File: config.mk
export PLATFORM = sky130hd
export DESIGN_NAME = major_vote_seq
export DESIGN_NICKNAME = d
export VERILOG_FILES = /design/src/rtl/major_vote_seq.sv
export SDC_FILE = /design/constraint.sdc
export NUM_CORES = 1
export LEC_CHECK = 0
export CORE_MARGIN = 2
export CORE_UTILIZATION = 50
export CTS_BUF_LIST = sky130_fd_sc_hd__clkbuf_16
export CTS_CLUSTER_DIAMETER = 40
export DETAILED_ROUTE_END_ITERATION = 7
export PLACE_DENSITY = 0.78
export SYNTH_ARGS = -nofsm -noshare
export SYNTH_HDL_FRONTEND = slang
export SYNTH_SLANG_ARGS = --single-unit
File: constraint.sdc
create_clock -name clk -period 3.1 [get_ports clk]
set_clock_uncertainty 0.05 [all_clocks]
set_input_delay 0.62 -clock clk [delete_from_list [all_inputs] [get_ports clk]]
set_output_delay 0.62 -clock clk [all_outputs]
set_load 0.02 [all_outputs]
File: src/rtl/major_vote_seq.sv
// Sequential majority voter: accumulates up to K labels into a per-class
// histogram, scans it one class per cycle, and returns the winning label,
// its vote count, a tie flag and an out-of-range flag over valid/ready.
module major_vote_seq #(
  parameter int unsigned LABEL_W     = 2,
  parameter int unsigned NUM_CLASSES = 4,
  parameter int unsigned K           = 5,
  parameter int unsigned CNT_W       = $clog2(K + 1)
) (
  input  logic               clk,
  input  logic               rst,
  input  logic               in_valid,
  output logic               in_ready,
  input  logic [LABEL_W-1:0] in_label,
  input  logic               in_last,
  output logic               out_valid,
  input  logic               out_ready,
  output logic [LABEL_W-1:0] out_label,
  output logic [CNT_W-1:0]   out_votes,
  output logic               out_tie,
  output logic               out_bad
);

  typedef enum logic [1:0] {
    ST_ACCUM = 2'd0,
    ST_SCAN  = 2'd1,
    ST_DONE  = 2'd2
  } state_t;

  state_t             state_q, state_d;
  logic [CNT_W-1:0]   hist_q [NUM_CLASSES];
  logic [CNT_W-1:0]   hist_d [NUM_CLASSES];
  logic [CNT_W-1:0]   vote_cnt_q, vote_cnt_d;
  logic               bad_q, bad_d;
  logic [LABEL_W-1:0] scan_idx_q, scan_idx_d;
  logic [CNT_W-1:0]   best_q, best_d;
  logic [LABEL_W-1:0] best_idx_q, best_idx_d;
  logic               tie_q, tie_d;
  logic               in_ready_q, in_ready_d;
  logic               out_valid_q, out_valid_d;
  logic [LABEL_W-1:0] out_label_q, out_label_d;
  logic [CNT_W-1:0]   out_votes_q, out_votes_d;
  logic               out_tie_q, out_tie_d;
  logic               out_bad_q, out_bad_d;

  // Histogram bin selected by the scan index and in-range detection of the incoming label
  logic [CNT_W-1:0]   cur_cnt;
  logic               label_in_range;

  always_comb begin
    cur_cnt        = '0;
    label_in_range = 1'b0;
    for (int c = 0; c < int'(NUM_CLASSES); c++) begin
      if (scan_idx_q == LABEL_W'(c)) cur_cnt = hist_q[c];
      if (in_label == LABEL_W'(c))   label_in_range = 1'b1;
    end
  end

  // Next-state and next-register logic for the ACCUM -> SCAN -> DONE sequence
  always_comb begin
    state_d     = state_q;
    hist_d      = hist_q;
    vote_cnt_d  = vote_cnt_q;
    bad_d       = bad_q;
    scan_idx_d  = scan_idx_q;
    best_d      = best_q;
    best_idx_d  = best_idx_q;
    tie_d       = tie_q;
    in_ready_d  = in_ready_q;
    out_valid_d = out_valid_q;
    out_label_d = out_label_q;
    out_votes_d = out_votes_q;
    out_tie_d   = out_tie_q;
    out_bad_d   = out_bad_q;

    unique case (state_q)
      ST_ACCUM: begin
        if (in_valid && in_ready_q) begin
          for (int c = 0; c < int'(NUM_CLASSES); c++) begin
            if (in_label == LABEL_W'(c)) hist_d[c] = hist_q[c] + CNT_W'(1);
          end
          if (!label_in_range) bad_d = 1'b1;
          vote_cnt_d = vote_cnt_q + CNT_W'(1);
          // The K-th vote closes the decision even without in_last
          if (in_last || (vote_cnt_q == CNT_W'(K - 1))) begin
            state_d    = ST_SCAN;
            scan_idx_d = '0;
            in_ready_d = 1'b0;
          end
        end
      end

      ST_SCAN: begin
        if (scan_idx_q == '0) begin
          best_d     = cur_cnt;
          best_idx_d = '0;
          tie_d      = 1'b0;
        end else if (cur_cnt > best_q) begin
          best_d     = cur_cnt;
          best_idx_d = scan_idx_q;
          tie_d      = 1'b0;
        end else if (cur_cnt == best_q) begin
          tie_d      = 1'b1;
        end
        if (scan_idx_q == LABEL_W'(NUM_CLASSES - 1)) begin
          state_d = ST_DONE;
        end else begin
          scan_idx_d = scan_idx_q + LABEL_W'(1);
        end
      end

      ST_DONE: begin
        // First DONE cycle publishes the scan result; later cycles wait for the consumer
        if (!out_valid_q) begin
          out_valid_d = 1'b1;
          out_label_d = best_idx_q;
          out_votes_d = best_q;
          out_tie_d   = tie_q;
          out_bad_d   = bad_q;
        end else if (out_ready) begin
          out_valid_d = 1'b0;
          for (int c = 0; c < int'(NUM_CLASSES); c++) hist_d[c] = '0;
          vote_cnt_d  = '0;
          bad_d       = 1'b0;
          in_ready_d  = 1'b1;
          state_d     = ST_ACCUM;
        end
      end

      default: begin
        state_d    = ST_ACCUM;
        in_ready_d = 1'b1;
      end
    endcase
  end

  // State and datapath registers with synchronous active-low reset
  always_ff @(posedge clk) begin
    if (!rst) begin
      state_q     <= ST_ACCUM;
      for (int c = 0; c < int'(NUM_CLASSES); c++) hist_q[c] <= '0;
      vote_cnt_q  <= '0;
      bad_q       <= 1'b0;
      scan_idx_q  <= '0;
      best_q      <= '0;
      best_idx_q  <= '0;
      tie_q       <= 1'b0;
      in_ready_q  <= 1'b1;
      out_valid_q <= 1'b0;
      out_label_q <= '0;
      out_votes_q <= '0;
      out_tie_q   <= 1'b0;
      out_bad_q   <= 1'b0;
    end else begin
      state_q     <= state_d;
      hist_q      <= hist_d;
      vote_cnt_q  <= vote_cnt_d;
      bad_q       <= bad_d;
      scan_idx_q  <= scan_idx_d;
      best_q      <= best_d;
      best_idx_q  <= best_idx_d;
      tie_q       <= tie_d;
      in_ready_q  <= in_ready_d;
      out_valid_q <= out_valid_d;
      out_label_q <= out_label_d;
      out_votes_q <= out_votes_d;
      out_tie_q   <= out_tie_d;
      out_bad_q   <= out_bad_d;
    end
  end

  assign in_ready  = in_ready_q;
  assign out_valid = out_valid_q;
  assign out_label = out_label_q;
  assign out_votes = out_votes_q;
  assign out_tie   = out_tie_q;
  assign out_bad   = out_bad_q;

endmodule

# Word-level counts from Yosys, hierarchy flattened
# Cells that the tools add are included.
[totals] regBits=35 word_cells=117 input_bits=7 output_inout_bits=9
[op_classes] addsub=6 order_cmp=1 n_reduce_logical=21 bitwise_logic=2 eq_ne=21 muxes=49
[ops] cell="$mux 3" count=13
[ops] cell="$mux 12" count=3
[ops] cell="$reduce_and 5->1" count=7
[ops] cell="$pmux 12 s2" count=1
[ops] cell="$ne 2x2->1 const B" count=11
[ops] cell="$mux 2" count=10
[ops] cell="$mux 1" count=17
[ops] cell="$add 3x1->3 const B" count=5
[ops] cell="$eq 2x2->1 const B" count=5
[ops] cell="$reduce_and 4->1" count=2
[ops] cell="$eq 2x1->1 const B" count=3
[ops] cell="$logic_not 2->1" count=3
[ops] cell="$pmux 2 s3" count=1
[ops] cell="$pmux 3 s2" count=1
[ops] cell="$reduce_and 2->1" count=3
[ops] cell="$reduce_bool 2->1" count=3
[ops] cell="$pmux 2 s2" count=1
[ops] cell="$eq 3x3->1" count=1
[ops] cell="$eq 3x3->1 const B" count=1
[ops] cell="$gt 3x3->1" count=1
[ops] cell="$pmux 1 s3" count=1
[ops] cell="$reduce_bool 3->1" count=1
[ops] cell="$add 2x1->2 const B" count=1
[ops] cell="$not 1->1" count=2
[ops] cell="other kinds (3)" count=3

# Logic depth before layout (Yosys ltp)
# Gate-level depths: netlist of the first run.
[depth] word_depth=9 mapped_depth=10 depth_no_buf=10

# Least setup slack after synthesis of the first run
# Ideal clock, no wire load.
[synth_path] path_type="reg2reg" from="register scan_idx_q[1]" to="register best_q[0]" setup_slack_ns=0.804 synth_period_minus_slack_ns=2.296 path_stages_with_launch=10 t_arrival_ns=2.115 path_buffers=0 setup_time_ns=0.132 required_time_ns=2.918 cell_sequence="dfxtp_1 > inv_1 > ha_1 > nand3b_1 > a211oi_1 > ha_1 > nand3_1 > a21boi_0 > o21ai_1 > mux2i_1"
[synth_via] elab_chain_len=8 word_cells_on_any_way=13 classes_between="order compare (1); eq/ne (3); mux (6); reduce/logical (3)"
[synth_lines] item="start: declaration" line_no="35" rtl="logic [LABEL_W-1:0] scan_idx_q, scan_idx_d;"
[synth_lines] item="start signal: assignment" line_no="159" rtl="scan_idx_q <= scan_idx_d;"
[synth_lines] item="$logic_not 2->1" line_no="54" rtl="if (scan_idx_q == LABEL_W'(c)) cur_cnt = hist_q[c];"
[synth_lines] item="$mux 3 (3 in a row)" line_no="54"
[synth_lines] item="$mux 3 (*)" line_no="54"
[synth_lines] item="via cur_cnt[2]" line_no="47" rtl="logic [CNT_W-1:0] cur_cnt;"
[synth_lines] item="$gt 3x3->1 (*)" line_no="98" rtl="end else if (cur_cnt > best_q) begin"
[synth_lines] item="$reduce_bool 2->1 (no source line) (*)"
[synth_lines] item="$reduce_and 2->1 (no source line) (*)"
[synth_lines] item="end signal: assignment" line_no="160" rtl="best_q <= best_d;"
[synth_lines] item="end: declaration" line_no="36" rtl="logic [CNT_W-1:0] best_q, best_d;"
# The timed path passes the listed nets; every way through them passes the cells marked *. The select of a mux whose other input is x is not followed.
# A chain may end at the register's enable or synchronous reset.

# Worst setup path in the final report of the first run
[layout_path] from="register scan_idx_q[0]" to="register best_q[0]"
# The elaborated chain is that of the path after synthesis.

==> flow_summary.json, run 1 <==
{
  "nFillCells": 334,
  "routabilityCongestion": 0.888,
  "cts_setup_buffers": 0,
  "diodes": 0,
  "grt-ovfl-total": 0,
  "clock_path_buffers": 2,
  "final_cell_mix": "dfxtp_1 (35), nand2_1 (32), clkdlybuf4s50_1 (15), o21ai_0 (14), ha_1 (13)",
  "setup_ws_ns": 0.447,
  "synth_ff_type": "dfxtp_1",
  "worst_hold_path_type": "reg -> reg",
  "ys_ff_latch": 35,
  "critPathKind": "reg -> reg",
  "port_buffers": 15,
  "clk_latency_ns": 0.28,
  "antenna_found_initial": 0,
  "worst_pin_slew_ns": 0.538,
  "root_buffer": "clkbuf_16",
  "vdd_drop_max_v": 0.000346,
  "rsz0062_at_grt": "no",
  "nets": 257,
  "cellLeakagePower_nw": 0.838,
  "cts_buffers": 5,
  "core_area_um2": 3630,
  "start_kind": "flop",
  "dr_wl_met3_um": 192,
  "fin_crit_sh_pct": 85.6,
  "synth_area_um2": 1880,
  "cts_resized": 0,
  "vias_per_cell": 5.52,
  "total_power_mw": 1.05,
  "synth_area_leaders": "dfxtp_1 (37%), ha_1 (8.7%), nand2_1 (6.4%), mux2i_1 (4.8%), o21ai_0 (3.7%)",
  "fin_tns_setup_ns": 0,
  "synth_top_area_cell": "dfxtp_1",
  "synthArstFlopShare_pct": 0,
  "crit_path_end_kind": "flop",
  "synth_edf_count": 0,
  "core.rowCount": 22,
  "postCtsHoldBufs": 0,
  "wl_met2_mm": 1.77,
  "ys_seq_area_share_pct": 37.3,
  "cts_tree": "done",
  "final_antenna_net_count": 0,
  "dp_slack_ns": 0.491,
  "synth_warnings": 0,
  "dp_hpwl_mm": 2.82,
  "grt_pass1_vias": 1353,
  "hold_viol": 0,
  "syn_inst": 221,
  "route.top_layer_used": "met4",
  "final_max_slew_viol_count": 0,
  "grt_max_degree": 37,
  "synthDominantCellAreaShare_pct": 37.3,
  "boundaryPins": 16,
  "die_area_um2": 4260,
  "final_common_cell": "dfxtp_1",
  "maxCapViolCount": 0,
  "maxSlewHeadroom_pct": 64.1,
  "drc": 0,
  "initial_utilization_pct": 51.7,
  "status": "complete, no violations",
  "drive_gt1_share_pct": 5.93,
  "fp.dieW_um": 65.3,
  "cp_data_arrival_time_ns": 2.81,
  "die_h_um": 65.3,
  "required_ns": 3.25,
  "syn_to_final_growth_pct": 17.5,
  "vias": 1568,
  "dpl_cell_area_um2": 2080,
  "timing.fmax_ghz": 0.377,
  "post_drt_wl_per_cell_um": 13.8,
  "yosysUniqueCellTypes": 43,
  "worstPathMaxFanout": 7,
  "grt_usage_pct": 20.3,
  "drt_first_pass_iters": 4,
  "wl_mm": 3.92,
  "grt_pass1_wl_mm": 6.57,
  "clock_sinks": 35,
  "p_per_area_nw_per_um2": 475,
  "drtIter0Drc": 109,
  "clk_pin_slew_ns": 0.05,
  "synth.net_count": 241,
  "setup_violations": 0,
  "cts-htree-levels": 2,
  "synth.avg_cell_area_um2": 8.49,
  "drt-met1-wl_mm": 1.89,
  "fin_area_um2": 2210,
  "final.min_clock_period_ns": 2.65
}
## cell families after synthesis
logic type | count (synthesis) | share of synthesized area (%)
compound gates | 58 | 20.2
xor+xnor | 3 | 1.40
fa+ha+maj | 13 | 8.67
buf+inv | 20 | 4.13
flops | 35 | 37.3
mux | 9 | 4.80
simple gates | 83 | 23.5
## cells in the mapped netlist (6+ instances only)
| master | count |
|---|---|
| nand3b_1 | 6 |
| o21ai_0 | 14 |
| nor2_1 | 10 |
| nand2_1 | 32 |
| dfxtp_1 | 35 |
| ha_1 | 13 |
| nand2b_1 | 7 |
| mux2i_1 | 9 |
| a21boi_0 | 9 |
| clkbuf_1 | 8 |
| inv_1 | 10 |
| a21oi_1 | 12 |
## per-layer routing
metal  up-vias  global-route usage, %
met3         8                   4.11
met4         0                   8.59
met1       706                   27.4
met2        48                   31.4
li1        806                      -
met5         -                      0
## metrics by stage
| stage | std cells | hold slack, ns | utilization, % |
|---|---|---|---|
| global route | 284 | 0.407 | 60.7 |
| CTS | 284 | 0.383 | 60.7 |
| global placement | 278 | 0.366 | 57.2 |
| detailed placement | 278 | 0.376 | 57.2 |
| finish | 284 | 0.381 | 60.7 |
| floorplan | 221 | 0.359 | - |
## cell type report
type | count | area [µm²] | share of cell area, %
clock buffers | 5 | 125 | 5.67
clock inverters | 1 | 3.75 | 0.170
inverters | 10 | 37.5 | 1.70
multi-input cells | 166 | 1100 | 49.8
flip-flops and latches | 35 | 701 | 31.8
well taps | 48 | 60.1 | 2.72
repair buffers | 19 | 180 | 8.17
## state kept, by name, indices dropped and copies added, names as in the netlist, 2 cells and up
register,flops
scan_idx_q,2
state_q,2
out_label,2
hist_q,12
best_q,3
best_idx_q,2
out_votes,3
vote_cnt_q,3
## worst paths after layout
kind                                                  from  slack (ns)  depth (start not counted)                      to
worst min-delay path                    bad_q$_SDFFE_PN0P_        0.38                          2      bad_q$_SDFFE_PN0P_
worst max register to register  scan_idx_q[0]$_SDFFE_PN0P_        0.45                          9  best_q[0]$_SDFFE_PN0P_
worst max-delay path            scan_idx_q[0]$_SDFFE_PN0P_        0.45                          9  best_q[0]$_SDFFE_PN0P_
worst min register to register          bad_q$_SDFFE_PN0P_        0.38                          2      bad_q$_SDFFE_PN0P_
## critical path: stages (launching register included)
cell	delay [ns]
dfxtp_1	0.37
inv_1	0.11
ha_1	0.28
nor3b_1	0.17
a211oi_1	0.31
ha_1	0.33
a21oi_1	0.16
a21boi_0	0.17
o21ai_1	0.40
mux2i_1	0.23
## power breakdown
| part | total (mW) | switching, mW | internal, mW |
|---|---|---|---|
| Combinational | 0.113 | 0.0613 | 0.0518 |
| Clock | 0.455 | 0.170 | 0.285 |
| Sequential | 0.479 | 0.0153 | 0.464 |
| Total | 1.05 | 0.247 | 0.800 |
Note: power is estimated with default switching activity, not from simulation.
==> run 2: changes to the inputs <==
Settings changed: ABC_AREA set to 1.
==> flow_summary.json, run 2 <==
{
  "core_area_um2": 3690,
  "rsz0062_at_grt": "no",
  "reg2reg_from": "scan_idx_q[0]$_SDFFE_PN0P_",
  "met1_usage_pct": 27.2,
  "yosysUniqueCellTypes": 27,
  "vdd_drop_max_v": 0.000258,
  "port_buffers": 15,
  "fin_tns_setup_ns": 0,
  "drt_first_pass_iters": 4,
  "crit_path_end_kind": "flop",
  "start_kind": "flop",
  "slowest_delay_ns": 0.40,
  "maxSlewHeadroom_pct": 56.1,
  "p_per_area_nw_per_um2": 507,
  "crit_slowest_cell": "dfxtp_1",
  "cts_resized": 0,
  "nFillCells": 356,
  "vias": 1672,
  "maxCapViolCount": 0,
  "synth.avg_cell_area_um2": 7.14,
  "grt_use_met2_pct": 30.6,
  "syn_inst": 269,
  "synthDominantCellAreaShare_pct": 36.5,
  "crit_top_cell": "nand2_1",
  "clk_pin_slew_ns": 0.05,
  "grt.busiest_layer": "met2",
  "fp.dieW_um": 66.0,
  "layout.cells.non_filler": 334,
  "initial_utilization_pct": 52.1,
  "grt_pass1_wl_mm": 6.70,
  "cts_tree": "done",
  "synth_compound_area_share_pct": 12.0,
  "synth.most_common_cell": "nand2_1",
  "clock_sinks": 35,
  "drc": 0,
  "wl_mm": 3.89,
  "startpoint": "scan_idx_q[0]$_SDFFE_PN0P_",
  "crit_end": "best_q[0]$_SDFFE_PN0P_",
  "dp_cells": 326,
  "cts-htree-levels": 2,
  "synthSimpleGateAreaFrac_pct": 32.1,
  "grt_pass1_vias": 1477,
  "clk_latency_ns": 0.28,
  "root_buffer": "clkbuf_16",
  "required_ns": 3.23,
  "ys_ff_latch": 35,
  "drive_gt1_share_pct": 10.8,
  "yosys-mux-area-fraction_pct": 0,
  "path_cells": "inv_1 -> ha_1 -> inv_1 -> nand3_1 -> a22oi_1 -> ha_1 -> a21oi_1 -> nand2_1 -> nand2_1 -> nand2_1 -> nand2_2 -> nand2_1 -> nand2_1 -> nor2_1",
  "cp.buffers_inverters": 2,
  "cts_buffers": 5,
  "dp_hpwl_mm": 2.82,
  "diodes": 0,
  "die_h_um": 66.0,
  "grt_max_degree": 17,
  "reg2reg_depth": 14,
  "synth_area_um2": 1920,
  "core.rowCount": 22,
  "syn_to_final_growth_pct": 16.0,
  "timing.fmax_ghz": 0.435,
  "timing.rr.end": "best_q[0]$_SDFFE_PN0P_",
  "synth_ff_type": "dfxtp_1",
  "drtIter0Drc": 87,
  "synth-xor-area-share_pct": 0.912,
  "synth_top_area_cell": "dfxtp_1",
  "die_area_um2": 4350,
  "worst_hold_path_type": "reg -> reg",
  "hold_viol": 0,
  "crit_cells": 14,
  "regMostFlops": "hist_q",
  "final.min_clock_period_ns": 2.30,
  "boundaryPins": 16,
  "status": "complete, no violations",
  "largest_reg_flops": 12,
  "synth.net_count": 289,
  "met3_usage_pct": 6.30,
  "setup_violations": 0,
  "synth_edf_count": 0,
  "routabilityCongestion": 0.861,
  "final_cell_mix": "nand2_1 (59), dfxtp_1 (35), inv_1 (32), a21oi_1 (31), nand3_1 (31)",
  "nets": 305,
  "final_antenna_net_count": 0,
  "final_max_slew_viol_count": 0,
  "final_common_cell": "nand2_1",
  "cp_data_arrival_time_ns": 2.43,
  "netlist_top_cells_count": "nand2_1 (59), dfxtp_1 (35), inv_1 (32)",
  "synth_top_family_by_area": "simple AND/OR/NAND/NOR gates",
  "synth_area_leaders": "dfxtp_1 (36%), nand2_1 (12%), ha_1 (8.5%), a21oi_1 (8.1%), nand3_1 (8.1%)",
  "fin_crit_sh_pct": 74.1,
  "grt_usage_pct": 20.6,
  "synthArstFlopShare_pct": 0,
  "cellLeakagePower_nw": 0.958,
  "worst_pin_slew_ns": 0.658,
  "critPathKind": "reg -> reg",
  "antenna_found_initial": 0,
  "synth_fa_ha_area_share_pct": 8.47,
  "clock_path_buffers": 2,
  "vias_per_cell": 5.01,
  "r2r_slack_ns": 0.80,
  "cpLargestDelayFamily": "simple AND/OR/NAND/NOR gates",
  "cts_setup_buffers": 0,
  "grt-ovfl-total": 0,
  "worstPathMaxFanout": 11,
  "synth_warnings": 0,
  "total_power_mw": 1.13,
  "ys_seq_area_share_pct": 36.5,
  "postCtsHoldBufs": 0,
  "fin_hold_ws_ns": 0.389,
  "post_drt_wl_per_cell_um": 11.6
}
run 2: worst min-delay path by stage:
stage	start	endpoint	slack, ns	depth (start not counted)
2_1_floorplan	bad_q$_SDFFE_PN0P_	bad_q$_SDFFE_PN0P_	0.36	2
3_3_place_gp	bad_q$_SDFFE_PN0P_	bad_q$_SDFFE_PN0P_	0.38	2
3_5_place_dp	bad_q$_SDFFE_PN0P_	bad_q$_SDFFE_PN0P_	0.38	2
4_1_cts	bad_q$_SDFFE_PN0P_	bad_q$_SDFFE_PN0P_	0.39	2
5_1_grt	bad_q$_SDFFE_PN0P_	bad_q$_SDFFE_PN0P_	0.41	2
6_report	bad_q$_SDFFE_PN0P_	bad_q$_SDFFE_PN0P_	0.39	2
run 2: final cells by class:
class	instances	area (µm²)	share of cell area [%]
inverter	37	141	6.35
clock inverter	3	15.0	0.674
timing repair buffer	16	158	7.08
sequential	35	701	31.5
multi-input combinational	190	1030	46.1
clock buffer	5	125	5.62
tap	48	60.1	2.70
run 2: through the flow:
step | setup WS, ns | utilization [%] | instance area [µm²]
global route | 0.582 | 60.4 | 2230
finish | 0.802 | 60.4 | 2230
detailed placement | 0.846 | 56.6 | 2090
floorplan | 1.08 | - | 1920
CTS | 0.820 | 60.4 | 2230
global placement | 0.885 | 56.6 | 2090
run 2: worst min-delay path: cells and delay by family, from the launching register on:
kind	cells	cell delay, ns
AND/OR/NAND/NOR	1	0.04
buffers and inverters	1	0.05
flip-flops	1	0.31
run 2: kinds of logic (layout without fill, tap and decap cells):
group / Yosys count / count (layout)
fa+ha+maj: 13 / 13
xor+xnor: 2 / 2
compound gates: 43 / 43
simple gates: 132 / 132
buf+inv: 44 / 61
flops: 35 / 35
run 2: where the power goes:
part	internal, mW	switching [mW]
Combinational	0.0605	0.0997
Clock	0.293	0.189
Sequential	0.470	0.0171
run 2: per-layer routing:
layer	up-vias	share of wire, %
li1	892	-
met3	8	5.2
met5	-	0
met1	739	50
met2	33	42
met4	0	2.2
==> run 3: changes to the inputs <==
Settings changed: PLACE_DENSITY 0.78 to 0.81.
Clock period 3.1 ns to 2 ns, I/O delays scaled along.
==> flow_summary.json, run 3 (synthesized netlist as in run 2, its figures left out) <==
{
  "drtIter0Drc": 134,
  "cts-htree-levels": 2,
  "grt_pass1_wl_mm": 7.49,
  "drive_gt1_share_pct": 24.2,
  "boundaryPins": 16,
  "crit_end": "best_idx_q[0]$_SDFFE_PN0P_",
  "worstPathMaxFanout": 6,
  "status": "complete, but fails checks",
  "regMostFlops": "hist_q",
  "maxCapViolCount": 0,
  "initial_utilization_pct": 52.1,
  "nets": 321,
  "maxSlewHeadroom_pct": 67.9,
  "cts_tree": "done",
  "final.min_clock_period_ns": 2.10,
  "startpoint": "scan_idx_q[1]$_SDFFE_PN0P_",
  "timing.rr.end": "best_idx_q[0]$_SDFFE_PN0P_",
  "drc": 0,
  "vias": 1871,
  "hold_viol": 0,
  "syn_to_final_growth_pct": 30.4,
  "fp.dieW_um": 66.0,
  "critPathKind": "reg -> reg",
  "vias_per_cell": 5.35,
  "grt-ovfl-total": 0,
  "r2r_slack_ns": -0.10,
  "die_h_um": 66.0,
  "core.rowCount": 22,
  "violations": "negative setup slack",
  "dp_hpwl_mm": 3.16,
  "diodes": 0,
  "timing.fmax_ghz": 0.476,
  "routabilityCongestion": 0.892,
  "final_common_cell": "nand2_1",
  "p_per_area_nw_per_um2": 747,
  "nFillCells": 297,
  "rsz0062_at_grt": "yes",
  "port_buffers": 15,
  "vdd_drop_max_v": 0.000511,
  "reg2reg_depth": 14,
  "clock_path_buffers": 2,
  "setup_ws_ns": -0.102,
  "largest_reg_flops": 12,
  "wl_mm": 4.90,
  "cellLeakagePower_nw": 1.06,
  "core_area_um2": 3690,
  "clk_latency_ns": 0.28,
  "root_buffer": "clkbuf_16",
  "clk_pin_slew_ns": 0.06,
  "dp_slack_ns": -0.189,
  "final-seq-area_um2": 708,
  "grt_max_degree": 17,
  "grt_pass1_vias": 1702,
  "worst_hold_path_type": "reg -> reg",
  "antenna_found_initial": 0,
  "final_antenna_net_count": 0,
  "worst_pin_slew_ns": 0.476,
  "multi_input_area_um2": 1170,
  "cts_buffers": 5,
  "die_area_um2": 4350,
  "reg2reg_from": "scan_idx_q[1]$_SDFFE_PN0P_",
  "final_max_slew_viol_count": 0,
  "drt_first_pass_iters": 7,
  "grt_usage_pct": 22.5,
  "crit_path_end_kind": "flop",
  "total_power_mw": 1.87,
  "final_util_pct": 67.9,
  "cp_data_arrival_time_ns": 2.23,
  "start_kind": "flop",
  "clock_sinks": 35,
  "setup_violations": 6,
  "fin_tns_setup_ns": -0.444,
  "required_ns": 2.12,
  "fin_crit_sh_pct": 105,
  "final_cell_mix": "nand2_1 (54), dfxtp_1 (33), nand3_1 (29), inv_1 (28), a21oi_1 (27)",
  "post_drt_wl_per_cell_um": 14.0
}
run 3: cell types whose count changed in the layout (fill, tap and decap cells not counted), moves of 3 or more:
cell	before	now
buf_4	1	15
a21oi_1	31	27
inv_1	32	28
ha_4	0	5
nand2_2	7	10
a21oi_2	2	5
nand2_1	59	54
ha_1	13	7
nand2_4	2	5
run 3: worst min path at each step:
stage                       start            endpoint  slack (ns)  depth (start not counted)
2_1_floorplan  bad_q$_SDFFE_PN0P_  bad_q$_SDFFE_PN0P_        0.36                          2
3_3_place_gp   bad_q$_SDFFE_PN0P_  bad_q$_SDFFE_PN0P_        0.37                          2
3_5_place_dp   bad_q$_SDFFE_PN0P_  bad_q$_SDFFE_PN0P_        0.37                          2
4_1_cts        bad_q$_SDFFE_PN0P_  bad_q$_SDFFE_PN0P_        0.39                          2
5_1_grt        bad_q$_SDFFE_PN0P_  bad_q$_SDFFE_PN0P_        0.40                          2
6_report       bad_q$_SDFFE_PN0P_  bad_q$_SDFFE_PN0P_        0.39                          2
run 3: layout make-up:
class                      count  share of cell area [%]
sequential                    35                    28.3
multi-input combinational    191                    46.7
inverter                      37                    6.05
tap                           48                    2.40
clock buffer                   5                    5.00
timing repair buffer          31                    10.9
clock inverter                 3                   0.600
run 3: repair_timing:
action / 4_1_cts / 5_1_grt
endpoints found under the setup margin: 6 / 6
hold endpoints to repair: 0 / 0
resized for setup: 23 / 17
hold buffers: 0 / 0
pin swaps: 8 / 10
cloned: 1 / 0
setup buffers: 1 / 0
run 3: report_power, final:
part	switching [mW]	internal (mW)
Combinational	0.214	0.153
Sequential	0.0313	0.727
Clock	0.291	0.454
run 3: per-layer routing:
layer	GRT usage [%]	vias to the layer above	routed length (µm)
li1	-	931	-
met5	0	-	0
met3	5.11	15	286
met1	27.7	857	2060
met2	38.8	68	2440
met4	7.14	0	114
run 3: metrics by stage:
stage / hold WS (ns) / instances / instance area [µm²]
6_report: 0.388 / 350 / 2500
5_1_grt: 0.395 / 350 / 2500
4_1_cts: 0.389 / 350 / 2430
3_5_place_dp: 0.374 / 340 / 2200
3_3_place_gp: 0.366 / 340 / 2200
2_1_floorplan: 0.359 / 269 / 1930
run 3: worst max-delay path, cell delays in order, from the launching register on:
cell	delay (ns)
dfxtp_4	0.36
buf_6	0.12
ha_4	0.18
a21oi_2	0.11
nand2_1	0.08
o211ai_1	0.10
nand2_1	0.15
ha_4	0.30
nand3_1	0.11
nand2_2	0.11
nand2_4	0.07
nand2_4	0.10
nand2_1	0.07
nand2_1	0.06
nor2_1	0.03
